===== config.mk =====
export PLATFORM = sky130hd
export DESIGN_NAME = softmax_out_writer_flat
export DESIGN_NICKNAME = d
export VERILOG_FILES = /design/src/rtl/softmax_out_writer_if.sv /design/src/rtl/softmax_out_writer.sv /design/src/flat_wrapper.sv
export SDC_FILE = /design/constraint.sdc
export NUM_CORES = 1
export LEC_CHECK = 0
export CAP_MARGIN = 30
export CORE_ASPECT_RATIO = 1.5
export CORE_MARGIN = 4
export CORE_UTILIZATION = 39
export CTS_CLUSTER_SIZE = 10
export DETAILED_ROUTE_END_ITERATION = 6
export HOLD_SLACK_MARGIN = 0.05
export PLACE_DENSITY = 0.68
export SLEW_MARGIN = 20
export SYNTH_ARGS = -nofsm -noshare
export SYNTH_HDL_FRONTEND = slang
export SYNTH_SLANG_ARGS = --single-unit

===== constraint.sdc =====
create_clock -name clk -period 7.1 [get_ports clk]
set_input_delay 1.42 -clock clk [delete_from_list [all_inputs] [get_ports clk]]
set_output_delay 1.42 -clock clk [all_outputs]
set_load 0.01 [all_outputs]

===== src/rtl/softmax_out_writer_if.sv =====
// Beat stream and memory write-port bundle for softmax_out_writer.
//   in_valid/in_ready/outp0..outp3 : producer -> writer beat handshake
//   mem_stall                       : memory back-pressure
//   addr/d0/we0                     : registered single write port
// slave  : writer side (consumes beats, drives the write port)
// master : environment side (producer + memory)
interface softmax_out_writer_if #(
  parameter int unsigned DATAWIDTH = 16,
  parameter int unsigned NUM       = 4,
  parameter int unsigned ADDRSIZE  = 16
);
  logic                      in_valid;
  logic                      in_ready;
  logic [DATAWIDTH-1:0]      outp0;
  logic [DATAWIDTH-1:0]      outp1;
  logic [DATAWIDTH-1:0]      outp2;
  logic [DATAWIDTH-1:0]      outp3;
  logic                      mem_stall;
  logic [ADDRSIZE-1:0]       addr;
  logic [DATAWIDTH*NUM-1:0]  d0;
  logic                      we0;

  modport slave (
    input  in_valid, outp0, outp1, outp2, outp3, mem_stall,
    output in_ready, addr, d0, we0
  );

  modport master (
    output in_valid, outp0, outp1, outp2, outp3, mem_stall,
    input  in_ready, addr, d0, we0
  );
endinterface


===== src/rtl/softmax_out_writer.sv =====
// softmax_out_writer: write-back engine for the softmax datapath.
// Accepts beats of four DATAWIDTH results, buffers them in a FIFO_DEPTH
// FIFO and writes each beat as one packed word (outp0 in the LSBs) to
// consecutive addresses start_addr..end_addr (inclusive).
// Ports:
//   clk, reset (sync, active-low), init (sync, active-high soft clear)
//   start, start_addr, end_addr : launch a run and its address bounds
//   bus (slave)                 : beat handshake + memory write port
//   busy  : run in progress
//   done  : all words written (held until relaunch/reset)
//   err   : one-cycle pulse on start with end_addr < start_addr
module softmax_out_writer #(
  parameter int unsigned DATAWIDTH  = 16,
  parameter int unsigned NUM        = 4,
  parameter int unsigned ADDRSIZE   = 16,
  parameter int unsigned FIFO_DEPTH = 4
) (
  input  logic                 clk,
  input  logic                 reset,
  input  logic                 init,
  input  logic                 start,
  input  logic [ADDRSIZE-1:0]  start_addr,
  input  logic [ADDRSIZE-1:0]  end_addr,
  softmax_out_writer_if.slave  bus,
  output logic                 busy,
  output logic                 done,
  output logic                 err
);
  localparam int unsigned WW = DATAWIDTH * NUM;
  localparam int unsigned PW = $clog2(FIFO_DEPTH);

  typedef enum logic [1:0] {IDLE, RUN, DONE} state_t;

  state_t state, state_n;

  logic                clr;
  logic [ADDRSIZE-1:0] end_q;
  logic [ADDRSIZE-1:0] wr_addr;
  logic [ADDRSIZE:0]   total_q;
  logic [ADDRSIZE:0]   accept_cnt;
  logic [WW-1:0]       fifo_mem [FIFO_DEPTH];
  // Pointers carry one extra wrap bit to tell full from empty.
  logic [PW:0]         wptr;
  logic [PW:0]         rptr;
  logic [WW-1:0]       word_in;
  logic                full, empty, rdy, push, pop, last_pop;
  logic                can_start, launch, bad_start;

  assign clr     = !reset || init;
  assign word_in = {bus.outp3, bus.outp2, bus.outp1, bus.outp0};

  always_comb begin
    can_start = (state == IDLE) || (state == DONE);
    launch    = start && can_start && (end_addr >= start_addr);
    bad_start = start && can_start && (end_addr < start_addr);
    empty     = (wptr == rptr);
    full      = (wptr[PW] != rptr[PW]) && (wptr[PW-1:0] == rptr[PW-1:0]);
    rdy       = (state == RUN) && !full && (accept_cnt < total_q);
    push      = bus.in_valid && rdy;
    pop       = (state == RUN) && !empty && !bus.mem_stall;
    last_pop  = pop && (wr_addr == end_q);
  end

  assign bus.in_ready = rdy;
  assign busy         = (state == RUN);
  assign done         = (state == DONE);

  always_comb begin
    state_n = state;
    unique case (state)
      IDLE, DONE: begin
        if (launch)         state_n = RUN;
        else if (bad_start) state_n = DONE;
      end
      RUN:     if (last_pop) state_n = DONE;
      default: state_n = IDLE;
    endcase
  end

  always_ff @(posedge clk) begin
    if (clr) state <= IDLE;
    else     state <= state_n;
  end

  // Storage is not reset; the pointers define what is valid.
  always_ff @(posedge clk) begin
    if (push) fifo_mem[wptr[PW-1:0]] <= word_in;
  end

  always_ff @(posedge clk) begin
    if (clr) begin
      wptr       <= '0;
      rptr       <= '0;
      end_q      <= '0;
      wr_addr    <= '0;
      total_q    <= '0;
      accept_cnt <= '0;
      bus.addr   <= '0;
      bus.d0     <= '0;
      bus.we0    <= 1'b0;
      err        <= 1'b0;
    end else begin
      err     <= bad_start;
      bus.we0 <= pop;
      if (launch) begin
        end_q      <= end_addr;
        wr_addr    <= start_addr;
        // One extra bit so a full 0..max range counts without overflow.
        total_q    <= {1'b0, end_addr} - {1'b0, start_addr} + (ADDRSIZE+1)'(1);
        accept_cnt <= '0;
      end
      if (push) begin
        wptr       <= wptr + (PW+1)'(1);
        accept_cnt <= accept_cnt + (ADDRSIZE+1)'(1);
      end
      if (pop) begin
        bus.addr <= wr_addr;
        bus.d0   <= fifo_mem[rptr[PW-1:0]];
        rptr     <= rptr + (PW+1)'(1);
        wr_addr  <= wr_addr + ADDRSIZE'(1);
      end
    end
  end
endmodule


===== src/flat_wrapper.sv =====
// flat-port wrapper written by rule: the top's interface ports become plain ports
module softmax_out_writer_flat 
#(
  parameter int unsigned DATAWIDTH  = 16,
  parameter int unsigned NUM        = 4,
  parameter int unsigned ADDRSIZE   = 16,
  parameter int unsigned FIFO_DEPTH = 4
)
  (clk, reset, init, start, start_addr, end_addr, busy, done, err, bus_in_valid, bus_outp0, bus_outp1, bus_outp2, bus_outp3, bus_mem_stall, bus_in_ready, bus_addr, bus_d0, bus_we0);
  softmax_out_writer_if #(.DATAWIDTH(DATAWIDTH), .NUM(NUM), .ADDRSIZE(ADDRSIZE)) bus_i ();
  input  logic clk;
  input  logic reset;
  input  logic init;
  input  logic start;
  input  logic [ADDRSIZE-1:0] start_addr;
  input  logic [ADDRSIZE-1:0] end_addr;
  output logic busy;
  output logic done;
  output logic err;
  input wire logic [$bits(bus_i.in_valid)-1:0] bus_in_valid;
  input wire logic [$bits(bus_i.outp0)-1:0] bus_outp0;
  input wire logic [$bits(bus_i.outp1)-1:0] bus_outp1;
  input wire logic [$bits(bus_i.outp2)-1:0] bus_outp2;
  input wire logic [$bits(bus_i.outp3)-1:0] bus_outp3;
  input wire logic [$bits(bus_i.mem_stall)-1:0] bus_mem_stall;
  output wire logic [$bits(bus_i.in_ready)-1:0] bus_in_ready;
  output wire logic [$bits(bus_i.addr)-1:0] bus_addr;
  output wire logic [$bits(bus_i.d0)-1:0] bus_d0;
  output wire logic [$bits(bus_i.we0)-1:0] bus_we0;
  assign bus_i.in_valid = bus_in_valid;
  assign bus_i.outp0 = bus_outp0;
  assign bus_i.outp1 = bus_outp1;
  assign bus_i.outp2 = bus_outp2;
  assign bus_i.outp3 = bus_outp3;
  assign bus_i.mem_stall = bus_mem_stall;
  assign bus_in_ready = bus_i.in_ready;
  assign bus_addr = bus_i.addr;
  assign bus_d0 = bus_i.d0;
  assign bus_we0 = bus_i.we0;
  softmax_out_writer #(.DATAWIDTH(DATAWIDTH), .NUM(NUM), .ADDRSIZE(ADDRSIZE), .FIFO_DEPTH(FIFO_DEPTH)) u_core (.clk(clk), .reset(reset), .init(init), .start(start), .start_addr(start_addr), .end_addr(end_addr), .bus(bus_i), .busy(busy), .done(done), .err(err));
endmodule

[Word-level counts from Yosys, hierarchy flattened]
Memory sizes are Yosys's and may differ from the RTL's. A register that Yosys moved wholly into a read port is not among the register bits.
Cells that the tools add are included.
Word-level totals
  flip-flop bits (word level): 92
  RAM bits: 256
  input port bits: 102
  output and inout port bits: 85
  memories: 1
Memories
  u_core.fifo_mem: depth 4, bits a word 64, read ports 1, clocked after Yosys merged registers in 1, write ports 1, line softmax_out_writer.sv:41  | logic [WW-1:0] fifo_mem [FIFO_DEPTH];
Operators by class
  $add $sub $neg: 6
  $lt $le $gt $ge: 3
  eq/ne operators: 8
  muxes and demuxes: 10
  reduce and logical (&&, ||, !) cells: 21
Operators by type and width (number)
  adder 17 x 1 -> 17 bit, second input constant: 2
  2-to-1 mux 17 bit: 2
  2-to-1 mux 16 bit: 2
  < comparator 17 bit: 1
  subtractor 16 x 16 -> 17 bit: 1
  adder 16 x 1 -> 16 bit, second input constant: 1
  equality test 16 bit: 1
  >= comparator 16 bit: 1
  < comparator 16 bit: 1
  logical AND 1 bit: 10
  adder 3 x 1 -> 3 bit, second input constant: 2
  2-to-1 mux 2 bit: 3
  logical NOT 1 bit: 4
  one-hot mux 2 bit (2 select lines): 1
  nonzero test 2 bit: 2
  equality test 3 bit: 1
  != test 3 x 1 -> 1 bit, second input constant: 1
  equality test 2 x 1 -> 1 bit, second input constant: 1
  equality test 2 bit: 1
  equality test 2 bit, second input constant: 1
  logical NOT 2 bit: 1
  logical OR 1 bit: 2
  2-to-1 mux 1 bit: 2
  != test 2 x 1 -> 1 bit, second input constant: 1
  other kinds (3): 3

[Longest topological paths before layout]
Gate-level depths: netlist of run 1.
  depth in word-level cells: 8
  gate-level depth with buffers: 12
  depth with buffers taken out: 12

[Worst setup path before layout of run 1]
No wires, ideal clock.
  path kind: input to register
  start point: input port bus_in_valid
  end point: memory u_core.fifo_mem[0][0] (netlist bit) (enable)
  library setup time: 0.429 ns
  data arrival time: 3.617 ns
  setup slack: 3.054 ns
  stages on the path: 4
  cells stage by stage: clkbuf_1 nor3b_4 buf_2 and2_1
On the way
  longest elaborated chain between the ends: 3
RTL lines
  start, declared: line flat_wrapper.sv:20  | input wire logic [$bits(bus_i.in_valid)-1:0] bus_in_valid;
  logical AND 1 bit: line softmax_out_writer.sv:59  | push = bus.in_valid && rdy;
  2-to-1 mux 1 bit: line softmax_out_writer.sv:87  | if (push) fifo_mem[wptr[PW-1:0]] <= word_in;
  2-to-1 mux 1 bit (implied by the code): line softmax_out_writer.sv:87
  end, declared: line softmax_out_writer.sv:41
No other way between the ends.

[Worst setup path in the final report of run 1]
  start point: register u_core.accept_cnt[3]
  end point: output port bus_in_ready
On the way
  longest elaborated chain between the ends: 2
RTL lines
  start, declared: line softmax_out_writer.sv:40  | logic [ADDRSIZE:0] accept_cnt;
  start signal, assigned: line softmax_out_writer.sv:114  | accept_cnt <= accept_cnt + (ADDRSIZE+1)'(1);
  < comparator 17 bit: line softmax_out_writer.sv:58  | rdy = (state == RUN) && !full && (accept_cnt < total_q);
  logical AND 1 bit: line softmax_out_writer.sv:58
  end, declared: line flat_wrapper.sv:26  | output wire logic [$bits(bus_i.in_ready)-1:0] bus_in_ready;
No other way between the ends.

==> results of run 1 <==
[flip-flops by register name, summed over array words and instances, names as in the netlist]
signal,count
u_core.rptr,3
u_core.total_q,17
u_core.wr_addr,16
u_core.fifo_mem,256
u_core.accept_cnt,17
u_core.bus.we0,1
u_core.err,1
u_core.bus.d0,64
u_core.wptr,3
u_core.end_q,16
u_core.state,2
u_core.bus.addr,16
[Yosys cell counts (4+ instances only)]
| cell | n | share of area [%] |
|---|---|---|
| buf_2 | 21 | 0.61 |
| clkbuf_1 | 42 | 0.92 |
| fa_1 | 8 | 0.93 |
| buf_1 | 4 | 0.087 |
| a21o_1 | 4 | 0.17 |
| nand4_1 | 14 | 0.51 |
| a31oi_1 | 9 | 0.33 |
| a21oi_1 | 145 | 4.2 |
| ha_1 | 56 | 4.1 |
| mux4_2 | 64 | 8.4 |
| nor4_1 | 13 | 0.47 |
| mux2i_1 | 5 | 0.29 |
| edfxtp_1 | 256 | 45 |
| o21a_1 | 4 | 0.17 |
| a211oi_1 | 5 | 0.22 |
| xnor2_1 | 16 | 0.81 |
| nand2b_1 | 14 | 0.51 |
| nand2_1 | 240 | 5.2 |
| inv_1 | 54 | 1.2 |
| dfxtp_1 | 156 | 18 |
| o21ai_0 | 26 | 0.76 |
| nor2b_1 | 6 | 0.22 |
| xor2_1 | 23 | 1.2 |
| a221oi_1 | 4 | 0.20 |
| nand3_1 | 28 | 0.81 |
| nor2_1 | 56 | 1.2 |
| and2_1 | 5 | 0.18 |
| o211ai_1 | 4 | 0.17 |
| buf_4 | 5 | 0.22 |
| and3_1 | 5 | 0.18 |
| nor3_1 | 13 | 0.38 |
[power by group]
part / internal, W / switching [W]
registers: 0.00255 / 0.0000112
clock network: 0.00124 / 0.000905
logic: 0.000137 / 0.000180
total: 0.00393 / 0.00110
[metal layers]
metal	global-route usage, %	share of wire (%)	vias up
met5	0	0	-
met4	5.69	2.8	0
met3	3.02	4.4	65
met2	33.9	55	274
met1	19.6	38	5607
li1	-	-	5266
[final timing paths]
check,end,cells after the start,start,slack (ns)
min,u_core.bus.d0[48]$_SDFFE_PP0P_,2,u_core.bus.d0[48]$_SDFFE_PP0P_,0.45
min reg2reg,u_core.bus.d0[48]$_SDFFE_PP0P_,2,u_core.bus.d0[48]$_SDFFE_PP0P_,0.45
max,bus_in_ready,7,u_core.accept_cnt[3]$_SDFFE_PP0P_,2.62
max reg2reg,u_core.fifo_mem[2][48]$_DFFE_PP_,9,u_core.accept_cnt[3]$_SDFFE_PP0P_,3.30
[layout by cell type (no fill, tap or decap), drive strengths merged, types with 7 or more instances in the layout]
cell type and n:
nor3 13, nand2b 14, and2 7, dfxtp 156, xor2 23, nor2 57, clkdlybuf4s50 186, mux4 64
nand3 28, a21oi 145, a31oi 10, clkbuf 70, inv 55, ha 56, buf 18, nand4 14
edfxtp 256, fa 8, nor4 13, nand2 240, xnor2 16, o21ai 28
[per-stage QoR]
stage               utilization, %  worst slack, ns
CTS                           48.0             2.53
global placement              44.8             2.20
detailed placement            44.9             2.46
finish                        48.1             2.62
global route                  48.1             2.48
floorplan                        -             3.05
[logic make-up after synthesis]
kind of cell	count (synthesis)	share of synthesized area, %
fa+ha+maj	64	5.01
compound gates	226	7.59
buf+inv	128	3.14
xor+xnor	39	1.99
mux	69	8.67
simple gates	415	10.7
flops	412	62.9
[tightest hold or removal path: stages, from the launching register on]
cell and delay (ns):
dfxtp_1 0.30, nand2_1 0.05, a21oi_1 0.05
[final cells by class]
type | count | area (sq um)
clock buffers | 70 | 1280
flip-flops and latches | 412 | 10800
clock inverters | 3 | 55.1
fillers | 3871 | 22700
repair buffers | 204 | 2070
multi-input cells | 813 | 5880
well taps | 576 | 721
diodes | 1 | 2.50
inverters | 54 | 203
==> impl_metrics.ini, run 1 <==
[logic_synthesis]
synth-async-reset-ratio_pct = 0
synth_area_sq_um = 17200
synth.avg_cell_area_sq_um = 12.7
syn_inst = 1353
synthesis.nets = 1519
synth_flop_cell = edfxtp_1
yosys_warnings = 0
synth-seq-area-share_pct = 62.9
synth-edff-count = 256
ys_types = 61
synth_seq_cells = 412

[cells_and_area]
syn2layout_area_growth_pct = 22.3
drive_gt1_share_pct = 9.83
nets = 1698
stdcell_count = 2133
final_cell_area_sq_um = 21000

[placed_design]
portBuffers = 186
place_area_sq_um = 19700
dp.cells = 2057
dp_hpwl_um = 27700
place_congestion = 0.943

[setup_path]
crit_required_ns = 5.68
slowest_delay_ns = 0.57
critPathTopFamily = compound AO/OA/AOI/OAI gates
path_cells = ha_1, a21o_1, a221oi_1, nor4_1, a211o_1, nor2_1, clkdlybuf4s50_1
crit_path_top_delay_cell = clkdlybuf4s50_1
crit_buf_inv = 1
crit_path_start_kind = flip-flop
worst_setup_path_end_kind = primary output
critical_path_class = reg2out
critPathMaxFanout = 10
critical_path_arrival_ns = 3.06

[power_and_ir_drop]
powerDensity_nw_per_um2 = 239
max-vdd-ir-drop_v = 0.000180
leakagePower_nw = 6.95
p_total_w = 0.00503

[cts]
post_cts.repair.setup_buffers = 0
postCtsResizedCells = 0
cts_buffer_depth = 3
cts_buffers = 47
cts-root-buf = clkbuf_16
clkSinkCount = 412
clk-insertion-delay-late_ns = 0.55
cts_hold_buf = 0
clk_pin_slew_ns = 0.05
cts_max_level = 2
cts_tree = done

[floorplan]
dieArea_sq_um = 47600
die_h_um = 265
die_w_um = 179
core-area_sq_um = 43800
boundaryPins = 187
rows = 94
initial_core_util_pct = 39.3

[sta]
worst-slew-pin-transition_ns = 0.754
hold_ws_ns = 0.454
rsz0062_at_grt = no
period_share_pct = 63.1
final.setup.tns_ns = 0
clock_skew_ns = 0.0132
hold_viol = 0
max_slew_margin_pct = 49.7
setup_viol = 0
fmax_mhz = 223
final_max_slew_viol_count = 0
period_minus_slack_ns = 4.48

[grt]
antenna_found_initial = 2
grt_max_degree = 100
grt-ovfl-total = 0
groute.usage.overall_pct = 17.6
grt_pass1_wl_um = 66800
grt_pass1_vias = 11900

[route]
firstDrtPassIters = 5
wl_per_cell_um = 20.1
routed_wirelength_um = 42900
drt_iter0_drc = 641
ant_nets = 0
vias = 11200
viasPerCell = 5.26
post-route-drc-count = 0

[min_path]
min_path_type = reg2reg

[run_status]
run_status = finished, final reports clean

[flow_run]
drv_cap = 0
(Power assumes the default switching activity.)
==> run 2, diff against run 1 <==
--- a/config.mk
+++ b/config.mk
@@ -12,7 +12,7 @@
 export CTS_CLUSTER_SIZE = 10
 export DETAILED_ROUTE_END_ITERATION = 6
 export HOLD_SLACK_MARGIN = 0.05
-export PLACE_DENSITY = 0.68
+export PLACE_DENSITY = 0.7
 export SLEW_MARGIN = 20
 export SYNTH_ARGS = -nofsm -noshare
 export SYNTH_HDL_FRONTEND = slang
==> constraint.sdc (replaced) <==
create_clock -name clk -period 3.8 [get_ports clk]
set_input_delay 0.76 -clock clk [delete_from_list [all_inputs] [get_ports clk]]
set_output_delay 0.76 -clock clk [all_outputs]
set_load 0.01 [all_outputs]
==> run 2 against run 1 <==
Net effect: clock-buffer cell count grew 11; utilization grew 0.62 points; largest power group unchanged; global-route usage grew 0.18 points; critical path depth is the same; critical path type unchanged; largest cell class unchanged; clock power grew 96%; wire length grew 0.85%.
==> impl_metrics.ini, run 2 (synthesis gave the netlist of run 1 again) <==
[run_status]
run_status = finished, final reports clean

[cts]
cts_buffers = 48
cts_hold_buf = 0
clkSinkCount = 412
cts_buffer_depth = 3
cts-root-buf = clkbuf_16
clk-insertion-delay-late_ns = 0.56
cts_max_level = 2
cts_tree = done
postCtsResizedCells = 1
post_cts.repair.setup_buffers = 0
clk_pin_slew_ns = 0.06

[cells_and_area]
syn2layout_area_growth_pct = 23.9
drive_gt1_share_pct = 10.8
seq_area_sq_um = 10800
layout_commonest_cell = edfxtp_1
fillers = 3874
largest_register_ffs = 256
layout_common_cells = edfxtp_1, nand2_1, clkdlybuf4s50_1, dfxtp_1, a21oi_1
num_antenna_cells = 0
nets = 1713
fin_util_pct = 48.7
stdcell_count = 2158
multi_input_area_sq_um = 5890

[floorplan]
core-area_sq_um = 43800
boundaryPins = 187
dieArea_sq_um = 47600
rows = 94
die_w_um = 179
initial_core_util_pct = 39.3
die_h_um = 265

[grt]
grt_pass1_vias = 11800
grt_max_degree = 90
antenna_found_initial = 1
groute.usage.overall_pct = 17.8
grt_pass1_wl_um = 67300
grt-ovfl-total = 0

[power_and_ir_drop]
p_total_w = 0.00960
leakagePower_nw = 7.08
powerDensity_nw_per_um2 = 450
intPower_w = 0.00748
netSwitchingPower_w = 0.00211
max-vdd-ir-drop_v = 0.000464
power.share.switching_pct = 22.0
p_seq_share_pct = 49.9
comb_power_share_pct = 6.4
clockPowerShare_pct = 43.6

[min_path]
min_path_type = reg2reg
hp-start = u_core.bus.d0[59]$_SDFFE_PP0P_

[route]
firstDrtPassIters = 5
post-route-drc-count = 0
wl_per_cell_um = 20.1
routed_wirelength_um = 43300
vias = 11300
ant_nets = 0
drt_iter0_drc = 632
viasPerCell = 5.23

[placed_design]
portBuffers = 186
dp_hpwl_um = 28400
place_congestion = 0.904
dp.cells = 2072

[sta]
period_share_pct = 96.1
hold_viol = 0
fmax_mhz = 274
final_max_slew_viol_count = 0
final.setup.tns_ns = 0
worst-slew-pin-transition_ns = 0.802
period_minus_slack_ns = 3.65
setup_viol = 0
rsz0062_at_grt = no
max_slew_margin_pct = 46.5
hold_ws_ns = 0.450
clock_skew_ns = 0.0151

[setup_path]
r2r_start = u_core.accept_cnt[3]$_SDFFE_PP0P_
worst_setup_path_end_kind = primary output
critPathTopFamily = compound AO/OA/AOI/OAI gates
slowest_delay_ns = 0.56
crit_path_start_kind = flip-flop
path_cells = ha_1, a21o_1, a221oi_1, nor4_1, a211o_1, nor2_2, clkdlybuf4s50_1
crit_required_ns = 3.04
crit_path_top_delay_cell = clkdlybuf4s50_1
cp-startpoint = u_core.accept_cnt[3]$_SDFFE_PP0P_
critical_path_arrival_ns = 2.89
critPathMaxFanout = 7
critical_path_class = reg2out
crit_buf_inv = 1

[flow_run]
drv_cap = 0
-- run 2: power groups by stage --
stage	combinational, W	clock, W	sequential [W]
floorplan	0.000330	0	0.00488
global placement	0.000606	0	0.00488
detailed placement	0.000612	0	0.00489
CTS	0.000618	0.00429	0.00479
global route	0.000670	0.00450	0.00479
finish	0.000617	0.00419	0.00479
-- run 2: worst register-to-register path: cells and delay by family, from the launching register on --
family          cells  cell delay (ns)
compound gates      3             0.74
fa+ha+maj           1             0.29
buf+inv             2             0.48
flops               1             0.46
simple gates        3             0.82
-- run 2: layer usage --
layer / track usage (%) / up-vias / wire length (um) / part of all wire (%)
met5: 0 / - / 0 / 0
met4: 7.11 / 0 / 1680 / 3.9
met3: 2.97 / 87 / 1900 / 4.4
met2: 33.7 / 296 / 23400 / 54
met1: 19.8 / 5613 / 16300 / 38
li1: - / 5301 / - / -
-- run 2: metrics by stage --
stage                     instance area, sq um  setup slack [ns]
after floorplan                          17200             0.622
after global placement                   19800             0.180
after detailed placement                 19900             0.102
after CTS                                21300            0.0677
after global routing                     21300            0.0244
final                                    21300             0.147
-- run 2: cell type report --
| type | count | area share (%) |
|---|---|---|
| multi-input cells | 813 | 27.6 |
| flip-flops and latches | 412 | 50.8 |
| clock buffers | 81 | 6.41 |
| inverters | 54 | 0.951 |
| clock inverters | 4 | 0.282 |
| well taps | 576 | 3.38 |
| repair buffers | 218 | 10.6 |
-- run 2: path summary, 6_finish.rpt --
path	to	slack, ns	depth (start not counted)
max	bus_in_ready	0.15	7
min	u_core.bus.d0[59]$_SDFFE_PP0P_	0.45	2
max reg2reg	u_core.fifo_mem[0][3]$_DFFE_PP_	0.64	9
min reg2reg	u_core.bus.d0[59]$_SDFFE_PP0P_	0.45	2
